[src/rtl/write_queue_drain.sv]
// Pairs write addresses and write data lines from two independent queues and
// drains them as single-beat memory write requests, one per cycle at full rate.
module write_queue_drain #(
  parameter int QDEPTH_LOG2 = 2
) (
  input  logic         clk,
  input  logic         rst,
  input  logic         wreqc_s_valid,
  input  logic [31:0]  wreqc_s_addr,
  output logic         wqfull_1,
  input  logic         wdat_s_valid,
  input  logic [127:0] wdat_s_data,
  output logic         sqfull_1,
  output logic         mem_wvalid,
  input  logic         mem_wready,
  output logic [31:0]  mem_waddr,
  output logic [127:0] mem_wdata,
  output logic         q_ovf_err
);

  localparam int DEPTH = 1 << QDEPTH_LOG2;
  localparam logic [QDEPTH_LOG2:0]   DEPTH_C   = {1'b1, {QDEPTH_LOG2{1'b0}}};
  localparam logic [QDEPTH_LOG2:0]   CNT_ONE   = {{QDEPTH_LOG2{1'b0}}, 1'b1};
  localparam logic [QDEPTH_LOG2:0]   FULL_MARK = DEPTH_C - CNT_ONE;
  localparam logic [QDEPTH_LOG2-1:0] PTR_ONE   = CNT_ONE[QDEPTH_LOG2-1:0];

  typedef enum logic {IDLE, SEND} state_t;

  logic [31:0]  addr_mem [DEPTH];
  logic [127:0] data_mem [DEPTH];

  logic [QDEPTH_LOG2-1:0] a_wr, a_rd, d_wr, d_rd;
  logic [QDEPTH_LOG2:0]   a_cnt, d_cnt;
  state_t                 state;

  logic a_full, d_full, a_push, d_push, both_avail, slot_free, pop;

  assign a_full     = (a_cnt == DEPTH_C);
  assign d_full     = (d_cnt == DEPTH_C);
  assign a_push     = wreqc_s_valid && !a_full;
  assign d_push     = wdat_s_valid && !d_full;
  assign both_avail = (a_cnt != '0) && (d_cnt != '0);
  // The output register is free when idle or when the current beat is accepted
  assign slot_free  = (state == IDLE) || mem_wready;
  assign pop        = both_avail && slot_free;

  // Early-warning flags leave one entry of slack for a registered upstream
  assign wqfull_1 = (a_cnt >= FULL_MARK);
  assign sqfull_1 = (d_cnt >= FULL_MARK);

  always_ff @(posedge clk) begin
    if (a_push) addr_mem[a_wr] <= wreqc_s_addr;
    if (d_push) data_mem[d_wr] <= wdat_s_data;
  end

  always_ff @(posedge clk or posedge rst) begin
    if (rst) begin
      a_wr       <= '0;
      a_rd       <= '0;
      d_wr       <= '0;
      d_rd       <= '0;
      a_cnt      <= '0;
      d_cnt      <= '0;
      state      <= IDLE;
      mem_wvalid <= 1'b0;
      mem_waddr  <= '0;
      mem_wdata  <= '0;
      q_ovf_err  <= 1'b0;
    end else begin
      if (a_push) a_wr <= a_wr + PTR_ONE;
      if (d_push) d_wr <= d_wr + PTR_ONE;
      if (pop) begin
        a_rd <= a_rd + PTR_ONE;
        d_rd <= d_rd + PTR_ONE;
      end

      case ({a_push, pop})
        2'b10:   a_cnt <= a_cnt + CNT_ONE;
        2'b01:   a_cnt <= a_cnt - CNT_ONE;
        default: a_cnt <= a_cnt;
      endcase
      case ({d_push, pop})
        2'b10:   d_cnt <= d_cnt + CNT_ONE;
        2'b01:   d_cnt <= d_cnt - CNT_ONE;
        default: d_cnt <= d_cnt;
      endcase

      if ((wreqc_s_valid && a_full) || (wdat_s_valid && d_full))
        q_ovf_err <= 1'b1;

      case (state)
        IDLE: begin
          if (pop) begin
            mem_waddr  <= addr_mem[a_rd] & ~32'hF;
            mem_wdata  <= data_mem[d_rd];
            mem_wvalid <= 1'b1;
            state      <= SEND;
          end
        end
        SEND: begin
          if (mem_wready) begin
            if (pop) begin
              mem_waddr <= addr_mem[a_rd] & ~32'hF;
              mem_wdata <= data_mem[d_rd];
            end else begin
              mem_wvalid <= 1'b0;
              state      <= IDLE;
            end
          end
        end
        default: state <= IDLE;
      endcase
    end
  end

endmodule
[config.mk]
export PLATFORM = sky130hd
export DESIGN_NAME = write_queue_drain
export DESIGN_NICKNAME = d
export VERILOG_FILES = /design/src/rtl/write_queue_drain.sv
export SDC_FILE = /design/constraint.sdc
export NUM_CORES = 1
export LEC_CHECK = 0
export ABC_AREA = 1
export BUFFER_PORTS_ARGS = -buffer_cell sky130_fd_sc_hd__buf_2
export CAP_MARGIN = 15
export CORE_MARGIN = 4
export CORE_UTILIZATION = 40
export CTS_CLUSTER_DIAMETER = 30
export DETAILED_ROUTE_END_ITERATION = 16
export PLACE_DENSITY = 0.65
export RECOVER_POWER = 50
export SLEW_MARGIN = 40
export SYNTH_ARGS = -nofsm -noshare
export SYNTH_HDL_FRONTEND = slang
export SYNTH_SLANG_ARGS = --single-unit
[constraint.sdc]
create_clock -name clk -period 11.4 [get_ports clk]
set_input_delay 1.14 -clock clk [delete_from_list [all_inputs] [get_ports clk]]
set_output_delay 1.14 -clock clk [all_outputs]
set_load 0.02 [all_outputs]
==> flow_summary.json, run 1 <==
{
  "status": "finished, violations left",
  "violations": "max-capacitance violations, max-slew violations",
  "drive_gt1_frac": 0.1286,
  "cts_root_buf": "clkbuf_16",
  "slew_violations": 181,
  "dr.pass1.iters": 5,
  "syn2layout_area_growth_pct": 24.42,
  "ioPinCount": 329,
  "fp.dieArea_mm2": 0.08724,
  "cts_tree": "built",
  "top_layer_used": "met5",
  "yosysWarnings": 0,
  "met3_length_um": 6341,
  "tightest_slew_ns": 3.710,
  "setup_tns_ns": 0,
  "clock_latency_ns": 0.72,
  "whs_path_depth": 2,
  "start_util": 0.4029,
  "skew_ns": 0.03375,
  "cts_sinks": 797,
  "ff_latch_area_mm2": 0.02308,
  "row_count": 105,
  "synth_top_area_frac": 0.5673,
  "cp.arrival_ns": 5.55,
  "fin_crit_ns": 5.350,
  "grt_use_total": 0.1804,
  "drc_errors": 0,
  "die_x_um": 295.4,
  "wl_met2_um": 38110,
  "clock.fmax_mhz": 186.9,
  "fin_crit_sh": 0.4693,
  "synthCells": 3229,
  "grt_max_degree": 169,
  "port_buffers": 320,
  "slew_headroom": -1.487,
  "maxCapViolations": 4,
  "mostFrequentLayoutCell": "nand2_1",
  "synth-seq-cells": 797,
  "whs_ns": 0.4665,
  "fin_ws_ns": 6.050,
  "grt_pass1_vias": 22040,
  "ctsResizeCount": 0,
  "path_max_fanout": 71,
  "cts_buffers": 162,
  "finalHoldViolCount": 0,
  "clkTransAtPathRegs_ns": 0.05,
  "post-cts-setup-buffers": 0,
  "nFillCells": 7283,
  "wl_per_cell_um": 16.30,
  "power.density_mw_per_mm2": 306.9,
  "core_mm2": 0.08198,
  "met1_length_um": 32250,
  "post-place-ws_ns": 7.849,
  "irDropWorstVdd_mv": 0.2159,
  "drtIter0Drc": 1181,
  "wl_um": 78720,
  "gp_congestion": 0.7351,
  "p_leak_nw": 19.32,
  "reg2reg_depth": 6,
  "worstSetupEndpointType": "asynchronous set/reset pin",
  "hold_buffers": 0,
  "grt_pass1_wl_um": 121300,
  "required_ns": 11.60,
  "die_y_um": 295.4,
  "multi_input_area_mm2": 0.006765,
  "grt.overflow.total": 0,
  "fin_nets": 3786,
  "yosysTopAreaCell": "edfxtp_1",
  "netlist-cell-type-count": 26,
  "syn-cell-area_mm2": 0.03303,
  "cts_buffer_depth": 3,
  "vias": 21980,
  "path_class": "in -> async",
  "synthTopCellsByArea": "edfxtp_1 57%, nand2_1 14%, dfrtp_1 13%",
  "antenna_found_initial": 18,
  "avgSynthCellArea_um2": 10.23,
  "startpoint_type": "input port",
  "avgViaCountPerCell": 4.552,
  "rsz0062_at_grt": "no",
  "dp.final_hpwl_um": 42770,
  "drtAntennaViolNets": 0,
  "seq_area_frac_synth": 0.6984,
  "finalSetupViolCount": 0,
  "final_cell_mix": "1273 x nand2_1, 646 x inv_1, 624 x edfxtp_1",
  "hold_class": "reg -> reg",
  "htree_levels": 4
}
==> worst max-delay path: stages <==
cell and delay [ns]:
buf_2 0.10, clkinvlp_2 2.04, clkbuf_1 2.12
==> synthesized netlist by cell type <==
| library cell | number |
|---|---|
| nand2_1 | 1271 |
| inv_1 | 647 |
| edfxtp_1 | 624 |
| nand3_1 | 316 |
| dfrtp_1 | 173 |
| buf_2 | 95 |
| clkbuf_1 | 29 |
| buf_6 | 10 |
| ha_1 | 10 |
| nor2_1 | 10 |
| inv_2 | 7 |
| buf_4 | 6 |
| xor2_1 | 6 |
| o21ai_0 | 5 |
| nand3b_1 | 3 |
| a21oi_1 | 2 |
| buf_1 | 2 |
| fa_1 | 2 |
| nand2_2 | 2 |
| nor2_2 | 2 |
| xnor2_1 | 2 |
| conb_1 | 1 |
| nand3_2 | 1 |
| nand3b_4 | 1 |
| nand4_1 | 1 |
| nor2_4 | 1 |
==> through the flow <==
stage	instance area, um^2	total power [W]	util	instances
2_1_floorplan	33040	0.006849	-	3232
3_3_place_gp	35530	0.007870	0.4334	4509
3_5_place_dp	35690	0.007992	0.4354	4514
4_1_cts	41320	0.01278	0.5040	4816
5_1_grt	41070	0.01340	0.5010	4819
6_report	41100	0.01261	0.5013	4829
==> where the power goes <==
part | internal (W) | total (W) | switching (W)
Sequential | 0.00397 | 0.00429 | 0.000321
Combinational | 0.00101 | 0.00360 | 0.00259
Clock | 0.00315 | 0.00472 | 0.00157
Total | 0.00813 | 0.0126 | 0.00448
==> final timing paths <==
path | slack (ns) | endpoint | startpoint
max | 6.05 | mem_wdata[77]$_DFFE_PP0P_ | rst
min | 0.47 | mem_wdata[25]$_DFFE_PP0P_ | mem_wdata[25]$_DFFE_PP0P_
min reg2reg | 0.47 | mem_wdata[25]$_DFFE_PP0P_ | mem_wdata[25]$_DFFE_PP0P_
min in group asynchronous | 1.50 | mem_waddr[6]$_DFFE_PP0P_ | rst
max in group clk | 7.67 | data_mem[3][67]$_DFFE_PP_ | wdat_s_valid
max reg2reg | 7.67 | data_mem[3][67]$_DFFE_PP_ | d_cnt[0]$_DFFE_PP0P_
==> layout make-up <==
class / instances / share of cell area
flip-flops and latches: 797 / 0.5615
multi-input cells: 1639 / 0.1646
clock buffers: 206 / 0.1076
inverters: 654 / 0.06013
repair buffers: 355 / 0.04360
well taps: 1070 / 0.03258
clock inverters: 96 / 0.02920
diodes: 12 / 0.0007307
==> kinds of logic after synthesis <==
family	Yosys count	synth area share
simple gates	1608	0.1963
flops	797	0.6984
buf+inv	796	0.09701
fa+ha+maj	12	0.005000
xor+xnor	8	0.002121
compound gates	7	0.001061
other cells	1	0.0001135
==> layer usage <==
layer / GRT usage / up-vias
met2: 0.3043 / 562
met1: 0.2168 / 10420
li1: - / 10820
met4: 0.06738 / 16
met3: 0.05889 / 176
met5: 0 / -
==> registers in the layout, indices dropped and copies added (netlist names) <==
| name | count |
|---|---|
| data_mem | 512 |
| mem_wdata | 128 |
| addr_mem | 112 |
| mem_waddr | 28 |
| a_cnt | 3 |
| d_cnt | 3 |
| a_rd | 2 |
| a_wr | 2 |
| d_rd | 2 |
| d_wr | 2 |
| mem_wvalid | 1 |
| q_ovf_err | 1 |
| state | 1 |
(Power assumes the default switching activity.)
==> run 2: changes to the inputs <==
--- a/config.mk
+++ b/config.mk
@@ -12,7 +12,7 @@
 export CORE_UTILIZATION = 40
 export CTS_CLUSTER_DIAMETER = 30
 export DETAILED_ROUTE_END_ITERATION = 16
-export PLACE_DENSITY = 0.65
+export PLACE_DENSITY = 0.67
 export RECOVER_POWER = 50
 export SLEW_MARGIN = 40
 export SYNTH_ARGS = -nofsm -noshare
==> constraint.sdc (replaced) <==
create_clock -name clk -period 4.8 [get_ports clk]
set_input_delay 0.48 -clock clk [delete_from_list [all_inputs] [get_ports clk]]
set_output_delay 0.48 -clock clk [all_outputs]
set_load 0.02 [all_outputs]
==> run 2 against run 1 <==
Effect of this change:
- the flow still finishes with violations (max-capacitance violations, max-slew violations)
- clock skew increased by 0.015 ns
- first-iteration DRC count decreased by 1.8%
- core utilization increased by 2.2 points
- critical path depth increased by 8
- power increased by 140%
- non-clock buffer count increased by 162
- largest cell class unchanged
- final area increased by 4.4%
- largest power group unchanged
- worst setup slack got worse by 4.0 ns
- combinational power increased by 140%
- clock-buffer cell count decreased by 11
- critical path type is now reg -> reg
- clock power increased by 140%
==> flow_summary.json, run 2 (synthesized netlist as in run 1, its figures left out) <==
{
  "grt_use_total": 0.1852,
  "port_buffers": 320,
  "dr.pass1.iters": 5,
  "wl_um": 80490,
  "internal_power_w": 0.01956,
  "required_ns": 5.42,
  "clock_latency_ns": 0.74,
  "cts_buffers": 161,
  "fin_crit_ns": 2.776,
  "whs_ns": 0.3241,
  "post-cts-setup-buffers": 0,
  "dp_cells": 4516,
  "finalSetupViolCount": 0,
  "cp_cell_sequence": "nor2_1, nand2_1, nand2_1, nor2_1, buf_4, ha_1, inv_1, fa_1, nand2_1, nand3b_1, xor2_1",
  "fin_nets": 3947,
  "critPathBufInv": 2,
  "htree_levels": 4,
  "status": "finished, violations left",
  "fp.dieArea_mm2": 0.08724,
  "nFillCells": 6952,
  "rsz0062_at_grt": "no",
  "cts_sinks": 797,
  "clkTransAtPathRegs_ns": 0.05,
  "drc_errors": 0,
  "setup_tns_ns": 0,
  "dp.final_hpwl_um": 42050,
  "p_leak_nw": 19.97,
  "wl_per_cell_um": 16.13,
  "start_util": 0.4029,
  "cts_root_buf": "clkbuf_16",
  "largest-register": "data_mem",
  "cts_tree": "built",
  "vias": 22840,
  "drtIter0Drc": 1160,
  "hold_class": "in -> reg",
  "sw_frac_of_total": 0.3567,
  "core_mm2": 0.08198,
  "p_clk_frac": 0.377,
  "reg_top3": "data_mem (512), mem_wdata (128), addr_mem (112)",
  "hold_buffers": 160,
  "grt_pass1_wl_um": 125200,
  "clock.fmax_mhz": 360.2,
  "drtAntennaViolNets": 0,
  "maxCapViolations": 2,
  "slew_violations": 105,
  "drive_gt1_frac": 0.1159,
  "grt.overflow.total": 0,
  "final_cell_mix": "1273 x nand2_1, 646 x inv_1, 624 x edfxtp_1",
  "p_switching_w": 0.01085,
  "worstSetupEndpointType": "flip-flop",
  "grt_max_degree": 158,
  "slew_headroom": -0.5627,
  "row_count": 105,
  "die_x_um": 295.4,
  "gp_congestion": 0.7427,
  "mostFrequentLayoutCell": "nand2_1",
  "fin_area_mm2": 0.04291,
  "largest_reg_flops": 512,
  "instances_no_fill": 4991,
  "pwr-share-comb": 0.290,
  "die_y_um": 295.4,
  "dpl_cell_area_mm2": 0.03577,
  "tightest_slew_ns": 2.344,
  "crit_family": "simple AND/OR/NAND/NOR gates",
  "fin_crit_sh": 0.5784,
  "ioPinCount": 329,
  "crit_path_frequent_cell": "nand2_1",
  "power.density_mw_per_mm2": 708.7,
  "path_class": "reg -> reg",
  "sequentialPowerShare": 0.333,
  "cp.arrival_ns": 3.39,
  "grt_pass1_vias": 23010,
  "irDropWorstVdd_mv": 0.6106,
  "worst_path_max_delay_cell": "buf_4",
  "finalHoldViolCount": 0,
  "path_max_fanout": 53,
  "ctsResizeCount": 0,
  "antenna_found_initial": 14,
  "avgViaCountPerCell": 4.576,
  "violations": "max-capacitance violations, max-slew violations",
  "power_w": 0.03041,
  "cts_buffer_depth": 3,
  "skew_ns": 0.04833,
  "syn2layout_area_growth_pct": 29.91,
  "startpoint_type": "flip-flop",
  "slowest_delay_ns": 0.64
}
[run 2: per-layer routing]
layer | vias up | global-route usage | part of all wire
met5 | - | 0 | 0.00050
met4 | 6 | 0.06489 | 0.022
met3 | 151 | 0.05566 | 0.077
met2 | 681 | 0.3171 | 0.49
met1 | 10850 | 0.2236 | 0.41
li1 | 11150 | - | -
[run 2: final timing paths]
check                                                 from                    endpoint  slack [ns]  cells past startpoint
worst max-delay path                  d_cnt[0]$_DFFE_PP0P_        a_cnt[2]$_DFFE_PP0P_        2.02                     11
worst min-delay path                         wreqc_s_valid         a_wr[1]$_DFFE_PP0P_        0.32                      3
worst max register to register        d_cnt[0]$_DFFE_PP0P_        a_cnt[2]$_DFFE_PP0P_        2.02                     11
worst min register to register  mem_wdata[106]$_DFFE_PP0P_  mem_wdata[106]$_DFFE_PP0P_        0.47                      2
max in group asynchronous                              rst   mem_wdata[55]$_DFFE_PP0P_        2.09                      4
min in group asynchronous                              rst    mem_waddr[6]$_DFFE_PP0P_        0.48                      4
[run 2: tightest hold or removal path, delay by kind of cell]
kind	cells	cell delay (ns)
buf+inv	1	0.11
simple gates	1	0.29
compound gates	1	0.12
[run 2: power by group through the flow]
stage,logic (W),clock network [W],registers [W]
3_3_place_gp,0.00862,0,0.0102
6_report,0.00881,0.0115,0.0101
4_1_cts,0.00901,0.0116,0.0101
5_1_grt,0.00995,0.0120,0.0103
3_5_place_dp,0.00883,0,0.0102
2_1_floorplan,0.00524,0,0.0110
[run 2: per-stage QoR]
step / utilization / setup WS [ns]
5_1_grt: 0.5233 / 1.770
3_3_place_gp: 0.4357 / 2.166
6_report: 0.5234 / 2.024
4_1_cts: 0.5263 / 2.209
3_5_place_dp: 0.4364 / 2.186
2_1_floorplan: - / -1.803
[run 2: cell type report]
type                            instances  area, um^2  area share
Sequential cell                       797       23080      0.5378
Inverter                              654        2466     0.05747
Antenna cell                           11       27.53   0.0006415
Timing Repair Buffer                  517        3446     0.08030
Clock buffer                          195        4290     0.09999
Clock inverter                        108        1478     0.03444
Tap cell                             1070        1339     0.03120
Multi-Input combinational cell       1639        6788      0.1582
==> run 3: changes to the inputs <==
==> constraint.sdc (replaced) <==
create_clock -name clk -period 2.5 [get_ports clk]
set_input_delay 0.25 -clock clk [delete_from_list [all_inputs] [get_ports clk]]
set_output_delay 0.25 -clock clk [all_outputs]
set_load 0.02 [all_outputs]
==> run 3 against run 2 <==
Effect of this change:
- the flow now finishes without violations
- maximum frequency grew 33%
- via count up 0.21%
- sequential share of layout area rose by 0.091 points
- die area unchanged
- routed wire length decreased by 0.84%
- hold slack worse by 0.020 ns
- clock power increased by 87%
- sequential power is 92% higher
- core utilization is 0.089 points lower
- sequential cell count unchanged
- critical path type unchanged
- largest cell class unchanged
==> flow_summary.json, run 3 (synthesized netlist as in run 1, its figures left out) <==
{
  "post-place-ws_ns": 0.5192,
  "wl_per_cell_um": 16.01,
  "cts_sinks": 797,
  "grt_pass1_vias": 23200,
  "finalHoldViolCount": 0,
  "r2r_end": "a_cnt[2]$_DFFE_PP0P_",
  "largest-register": "data_mem",
  "required_ns": 3.09,
  "port_buffers": 320,
  "pwr-share-comb": 0.295,
  "row_count": 105,
  "irDropWorstVdd_mv": 1.046,
  "final_cell_mix": "1272 x nand2_1, 645 x inv_1, 624 x edfxtp_1",
  "syn2layout_area_growth_pct": 29.69,
  "vias": 22890,
  "cts_buffers": 157,
  "fin_area_mm2": 0.04284,
  "ctsResizeCount": 0,
  "dp.final_hpwl_um": 42510,
  "cts_root_buf": "clkbuf_16",
  "fin_ws_ns": 0.4178,
  "wl_um": 79820,
  "dpl_cell_area_mm2": 0.03591,
  "avgViaCountPerCell": 4.591,
  "finalSetupViolCount": 0,
  "cp.arrival_ns": 2.68,
  "mostFrequentLayoutCell": "nand2_1",
  "clock_latency_ns": 0.72,
  "tightest_slew_ns": 1.133,
  "gp_congestion": 0.7292,
  "grt_pass1_wl_um": 124000,
  "skew_ns": 0.04340,
  "slew_violations": 0,
  "cts_buffer_depth": 3,
  "path_max_fanout": 5,
  "die_x_um": 295.4,
  "fin_util": 0.5225,
  "grt.overflow.total": 0,
  "instances_no_fill": 4985,
  "r2r-start": "d_cnt[0]$_DFFE_PP0P_",
  "reg2reg_depth": 10,
  "worstSetupEndpointType": "flip-flop",
  "sequentialPowerShare": 0.334,
  "drtAntennaViolNets": 0,
  "fin_crit_ns": 2.082,
  "slew_headroom": 0.2406,
  "internal_power_w": 0.03750,
  "rsz0062_at_grt": "no",
  "p_clk_frac": 0.370,
  "p_leak_nw": 19.81,
  "fin_crit_sh": 0.8329,
  "drc_errors": 0,
  "status": "complete, no violations",
  "drive_gt1_frac": 0.1037,
  "maxCapViolations": 0,
  "grt_use_total": 0.1829,
  "ioPinCount": 329,
  "antenna_found_initial": 12,
  "path_class": "reg -> reg",
  "core_mm2": 0.08198,
  "start_util": 0.4029,
  "fp.dieArea_mm2": 0.08724,
  "cts_tree": "built",
  "dp_cells": 4519,
  "dr.pass1.iters": 5,
  "startpoint_type": "flip-flop",
  "sw_frac_of_total": 0.3532,
  "largest_reg_flops": 512,
  "post-cts-setup-buffers": 0,
  "clkTransAtPathRegs_ns": 0.05,
  "regToRegSetupSlack_ns": 0.42,
  "clock.fmax_mhz": 480.3,
  "power.density_mw_per_mm2": 1354,
  "p_switching_w": 0.02048,
  "grt_max_degree": 168,
  "die_y_um": 295.4,
  "htree_levels": 4,
  "reg_top3": "data_mem (512), mem_wdata (128), addr_mem (112)",
  "drtIter0Drc": 1503,
  "hold_class": "in -> async",
  "fin_nets": 3947
}
run 3: repair_timing:
action / in CTS / in global routing
endpoints found under the hold margin: 647 / 0
setup endpoints to repair: 0 / 0
hold buffers: 161 / 0
run 3: layer usage:
metal	up-vias	track usage	wire (um)
met5	-	0	41
met4	6	0.06915	1885
met3	151	0.04770	5568
met1	10910	0.2236	32930
met2	682	0.3130	39390
li1	11140	-	-
run 3: power by group through the flow:
stage          combinational [W]  sequential (W)  clock [W]
2_1_floorplan             0.0101          0.0210          0
3_3_place_gp              0.0169          0.0195          0
3_5_place_dp              0.0172          0.0195          0
4_1_cts                   0.0176          0.0194     0.0218
5_1_grt                   0.0192          0.0197     0.0225
6_report                  0.0171          0.0194     0.0215
run 3: critical path: stages, from the launching register on:
cell      delay, ns
dfrtp_1        0.38
nor2_1         0.09
nand2_1        0.16
nand2_1        0.14
nor2_4         0.21
ha_1           0.20
inv_1          0.07
fa_1           0.39
nand2_1        0.08
nand3b_1       0.10
xor2_1         0.15
run 3: worst max path at each step:
stage	from	to	depth (start not counted)	slack (ns)
2_1_floorplan	d_cnt[0]$_DFFE_PP0P_	data_mem[1][0]$_DFFE_PP_	4	-1.90
3_3_place_gp	a_cnt[0]$_DFFE_PP0P_	a_cnt[2]$_DFFE_PP0P_	9	0.52
3_5_place_dp	a_cnt[0]$_DFFE_PP0P_	a_cnt[2]$_DFFE_PP0P_	9	0.52
4_1_cts	a_cnt[0]$_DFFE_PP0P_	a_cnt[2]$_DFFE_PP0P_	9	0.49
5_1_grt	d_cnt[0]$_DFFE_PP0P_	d_cnt[2]$_DFFE_PP0P_	11	0.27
6_report	d_cnt[0]$_DFFE_PP0P_	a_cnt[2]$_DFFE_PP0P_	10	0.42
run 3: area by class of cell:
| cell class | count | area [um^2] |
|---|---|---|
| Antenna cell | 11 | 27.53 |
| Clock buffer | 191 | 4200 |
| Clock inverter | 102 | 1378 |
| Fill cell | 7041 | 39140 |
| Inverter | 654 | 2466 |
| Multi-Input combinational cell | 1639 | 6810 |
| Sequential cell | 797 | 23080 |
| Tap cell | 1070 | 1339 |
| Timing Repair Buffer | 521 | 3541 |
run 3: metrics by stage:
stage	power [W]	hold slack (ns)	TNS [ns]
2_1_floorplan	0.03107	0.3464	-789.90
3_3_place_gp	0.03634	0.3600	0
3_5_place_dp	0.03672	0.3483	0
4_1_cts	0.05874	0.1055	0
5_1_grt	0.06146	0.2951	0
6_report	0.05798	0.3038	0
